==> config.mk <==
export PLATFORM = sky130hd
export DESIGN_NAME = bound_flasher_gen
export DESIGN_NICKNAME = d
export VERILOG_FILES = /design/src/rtl/bound_flasher_gen.sv
export SDC_FILE = /design/constraint.sdc
export NUM_CORES = 1
export LEC_CHECK = 0
export CELL_PAD_IN_SITES_DETAIL_PLACEMENT = 0
export CELL_PAD_IN_SITES_GLOBAL_PLACEMENT = 1
export CORE_UTILIZATION = 39
export CTS_BUF_LIST = sky130_fd_sc_hd__clkbuf_8
export DETAILED_ROUTE_END_ITERATION = 8
export PLACE_DENSITY = 0.79
export SLEW_MARGIN = 20
export SYNTH_ARGS = -nofsm -noshare
export SYNTH_HDL_FRONTEND = slang
export SYNTH_SLANG_ARGS = --single-unit
==> constraint.sdc <==
create_clock -name clk -period 2.98 [get_ports clk]
set_input_delay 0.447 -clock clk [delete_from_list [all_inputs] [get_ports clk]]
set_output_delay 0.447 -clock clk [all_outputs]
set_load 0.02 [all_outputs]
==> src/rtl/bound_flasher_gen.sv <==
// Parametrised multi-phase bound flasher with step prescaler.
// Drives a thermometer-coded LED bar through six fill/drain phases.
module bound_flasher_gen #(
    parameter int N_LED    = 16,
    parameter int B1       = 5,
    parameter int B2       = 10,
    parameter int TICK_DIV = 1
) (
    input  logic             clk,
    input  logic             rst_n,
    input  logic             flick,
    input  logic             repeat_en,
    output logic [N_LED-1:0] led,
    output logic             busy,
    output logic             done,
    output logic [2:0]       phase
);

    localparam int LW = $clog2(N_LED + 1);
    localparam int CW = (TICK_DIV > 1) ? $clog2(TICK_DIV) : 1;

    localparam logic [LW-1:0] L_B1   = LW'(B1);
    localparam logic [LW-1:0] L_B1P  = LW'(B1 + 1);
    localparam logic [LW-1:0] L_B2P  = LW'(B2 + 1);
    localparam logic [LW-1:0] L_FULL = LW'(N_LED);
    localparam logic [CW-1:0] C_LAST = CW'(TICK_DIV - 1);

    if (N_LED < 4 || B1 < 1 || B2 <= B1 || B2 > N_LED - 2 || TICK_DIV < 1) begin : g_bad_params
        $error("bound_flasher_gen: illegal parameter combination");
    end

    typedef enum logic [2:0] {
        IDLE = 3'd0,
        UP1  = 3'd1,
        DN1  = 3'd2,
        UP2  = 3'd3,
        DN2  = 3'd4,
        UP3  = 3'd5,
        DN3  = 3'd6
    } state_t;

    state_t        state, state_nx;
    logic [LW-1:0] lvl, lvl_nx;
    logic [LW-1:0] lvl_inc, lvl_dec;
    logic [CW-1:0] cnt, cnt_nx;
    logic          done_nx;
    logic          tick;

    assign tick    = (state != IDLE) && (cnt == C_LAST);
    assign lvl_inc = lvl + LW'(1);
    assign lvl_dec = lvl - LW'(1);

    always_ff @(posedge clk or negedge rst_n) begin
        if (!rst_n) begin
            state <= IDLE;
            lvl   <= '0;
            cnt   <= '0;
            done  <= 1'b0;
        end else begin
            state <= state_nx;
            lvl   <= lvl_nx;
            cnt   <= cnt_nx;
            done  <= done_nx;
        end
    end

    always_comb begin
        state_nx = state;
        lvl_nx   = lvl;
        done_nx  = 1'b0;
        if (state == IDLE || tick) cnt_nx = '0;
        else                       cnt_nx = cnt + CW'(1);

        unique case (state)
            IDLE: begin
                if (flick) begin
                    state_nx = UP1;
                    lvl_nx   = LW'(1);
                end
            end
            UP1: begin
                if (tick) begin
                    lvl_nx = lvl_inc;
                    if (lvl_inc == L_B1P) state_nx = DN1;
                end
            end
            DN1: begin
                if (tick) begin
                    lvl_nx = lvl_dec;
                    if (lvl_dec == '0) state_nx = UP2;
                end
            end
            UP2: begin
                if (tick) begin
                    // kickback holds the level; the drain starts next tick
                    if (flick && lvl == L_B1P) begin
                        state_nx = DN1;
                    end else begin
                        lvl_nx = lvl_inc;
                        if (lvl_inc == L_B2P) state_nx = flick ? DN1 : DN2;
                    end
                end
            end
            DN2: begin
                if (tick) begin
                    lvl_nx = lvl_dec;
                    if (lvl_dec == L_B1) state_nx = UP3;
                end
            end
            UP3: begin
                if (tick) begin
                    if (flick && (lvl == L_B1P || lvl == L_B2P)) begin
                        state_nx = DN2;
                    end else begin
                        lvl_nx = lvl_inc;
                        if (lvl_inc == L_FULL) state_nx = DN3;
                    end
                end
            end
            DN3: begin
                if (tick) begin
                    lvl_nx = lvl_dec;
                    if (lvl_dec == '0) begin
                        done_nx  = 1'b1;
                        state_nx = repeat_en ? UP1 : IDLE;
                    end
                end
            end
            default: begin
                state_nx = IDLE;
                lvl_nx   = '0;
            end
        endcase
    end

    always_comb begin
        led = '0;
        for (int i = 0; i < N_LED; i++) led[i] = (i < int'(lvl));
    end

    assign busy  = (state != IDLE);
    assign phase = 3'(state);

endmodule
==> out/qor.csv <==
metric;value;unit
warnings from Yosys;0;
fmax;384;MHz
Final Core Density;51.0;%
later-pin clock latency in the skew report;240;ps
Yosys top cell by area;dfrtp_1;
Comb pwr share;72.3;%
sequential share of power;20.0;%
Pint;0.879;mW
initial DRC count;39;
Setup CP Type;flop to output pin;
number of synthesized flops with an enable pin;0;
GR met1 Demand/Resource;29.1;%
Setup TNS;0;ps
final instance area;0.00144;mm2
Worst Path Required;2530;ps
DRC violations left;0;
pin slew with the least headroom to its limit;537;ps
total number of vias;1185;
Slew Viols, Final;0;
Synth top cells by count;nand2_1 (12), dfrtp_1 (10), nor2_1 (10);
setup repair bufs after CTS;0;
ranking of synthesized cells by area;dfrtp_1 (21%), ha_1 (5.3%), buf_4 (4.4%);
Worst Setup Start Kind;flop;
TritonCTS buffer count;3;
status;completed;
Placed Instances;190;
post-synth top area share;21.0;%
Slew headroom;64.2;%
asr flop ratio synth;100;%
CTS resizes;0;
final non-filler cell total;193;
vias per cell;6.14;
Die W;57.3;um
Final Wtd Congestion;0.841;
Mapped Cells;146;
Core Box Area;0.00283;mm2
layout cells sized above 1;14.8;%
Slowest-stage cell, CP;dfrtp_1;
post-synthesis sequential area ratio;21.0;%
max cap viols;0;
CTS H-Tree Depth;1;
top cell family by delay on the critical path;buffers and inverters;
most common cell in the netlist;nand2_1;
nets;173;
VDD IR-drop max;0.000703;V
Pwr Total;1.87;mW
met2 usage;34.1;%
leak pwr;0.561;nW
vias in the first global route;1100;
sw power;0.992;mW
Yosys reg bits;10;
wire per inst;16.9;um
CTS tree;built;
hpwl dp;2370;um
grt total ovfl;0;
antenna viol nets, final;0;
GRT Max-Usage Layer;met2;
first-pass iteration count of the detailed router;4;
worst hold slack;529;ps
Clk pwr share;7.8;%
Finish-stage setup viols;0;
first-pass GRT wire length;5380;um
CP Cell Sequence;inv_1 -> ha_1 -> a21boi_0 -> clkdlybuf4s50_1;
Final WS setup;373;ps
critical path capture point type;output pin;
Netlist cell types;60;
ys flop type;dfrtp_1;
largest stage delay on the critical path;650;ps
Hold Path Class;flop to flop;
grt met3 use;3.63;%
Starting Density;42.1;%
largest net degree at the start of global routing;18;
io pins;25;
Die Ht;57.3;um
RSZ-0062 raised after global routing;no;
Root Driver;clkbuf_8;
Layout area overhead;21.2;%
syn nets;155;
CP max FO;15;
Antenna diodes;0;
skew final;1.46;ps
Mapped Area;0.00119;mm2
P per Cell Area;1300;mW/mm2
WP buf/inv;2;
fin crit share;87.5;%
clock sinks;10;
Final Hold Fails;0;
# port buffers;24;
Placed Area;0.00140;mm2
Tot GR Track Use;21.4;%
clock slew at reported path FFs;50;ps
Syn Area/Cell;8.16;um2
Clock Path Buffers;2;
Net Sw Frac;53.0;%
minimum clock period after layout;2610;ps
final wirelength;3270;um
FP Rows;19;
Crit path arrival time;2160;ps
hold-fix buffers at CTS;0;
worst slack, placed;432;ps
die footprint;0.00328;mm2
initial antenna violation count;0;
[final timing paths]
kind | startpoint | endpoint | slack [ps] | cells past startpoint
min reg2reg | cnt$_DFF_PN0_ | done$_DFF_PN0_ | 530 | 1
min in group asynchronous | rst_n | cnt$_DFF_PN0_ | 540 | 1
max in group asynchronous | rst_n | lvl[3]$_DFFE_PN0P_ | 2110 | 1
max reg2reg | lvl[0]$_DFFE_PN0P_ | phase[2]$_DFFE_PN0P_ | 410 | 8
min | cnt$_DFF_PN0_ | done$_DFF_PN0_ | 530 | 1
max | lvl[1]$_DFFE_PN0P_ | led[1] | 370 | 4
[registers in the layout (all words and copies together), names as in the netlist]
register  flops
phase         3
done          1
lvl           5
cnt           1
[metal layers]
| layer | vias up | part of all wire (%) | wire, um |
|---|---|---|---|
| met5 | - | 0 | 0 |
| met4 | 0 | 1.6 | 51 |
| met3 | 6 | 4.4 | 145 |
| met2 | 29 | 46 | 1500 |
| met1 | 573 | 48 | 1570 |
| li1 | 577 | - | - |
[cell usage in the layout, fill, tap and decap left out, types with 2 or more instances in the layout]
master / count
xnor2_1: 3
buf_4: 3
a21oi_1: 7
inv_2: 2
ha_1: 5
o21bai_1: 4
inv_1: 7
nor4_1: 4
o21ai_0: 7
o211ai_2: 2
clkbuf_8: 3
clkdlybuf4s50_1: 24
nand3b_1: 2
nand2_2: 2
o22ai_1: 2
nand2b_1: 4
dfrtp_1: 10
nor2_1: 10
nand2_1: 12
nand3_1: 3
a311oi_1: 2
nor3_1: 4
a31oi_1: 4
[cell families (layout without fill, tap and decap cells)]
logic type / after synthesis / count (layout) / synth area share [%]
xor gates and xnor gates: 4 / 4 / 2.94
AOI/OAI and AO/OA: 50 / 50 / 34.0
other: 1 / 1 / 0.315
adders and majority gates: 5 / 5 / 5.25
and+or+nand+nor: 51 / 51 / 23.8
DFF: 10 / 10 / 21.0
buffers and inverters: 23 / 39 / 10.4
muxes: 2 / 2 / 2.21
[cell type report]
type | instances | area [um2]
Multi-Input combinational cell | 113 | 817
Fill cell | 270 | 1390
Tap cell | 31 | 38.8
Sequential cell | 10 | 250
Timing Repair Buffer | 27 | 263
Clock buffer | 3 | 41.3
Inverter | 9 | 33.8
[power groups by stage]
stage,Combinational [mW],Sequential [mW],Clock (mW)
floorplan,1.04,0.252,0
global placement,1.34,0.368,0
detailed placement,1.35,0.371,0
CTS,1.36,0.368,0.142
global route,1.47,0.389,0.148
finish,1.35,0.374,0.145
Power figures use the tool's default switching activity.
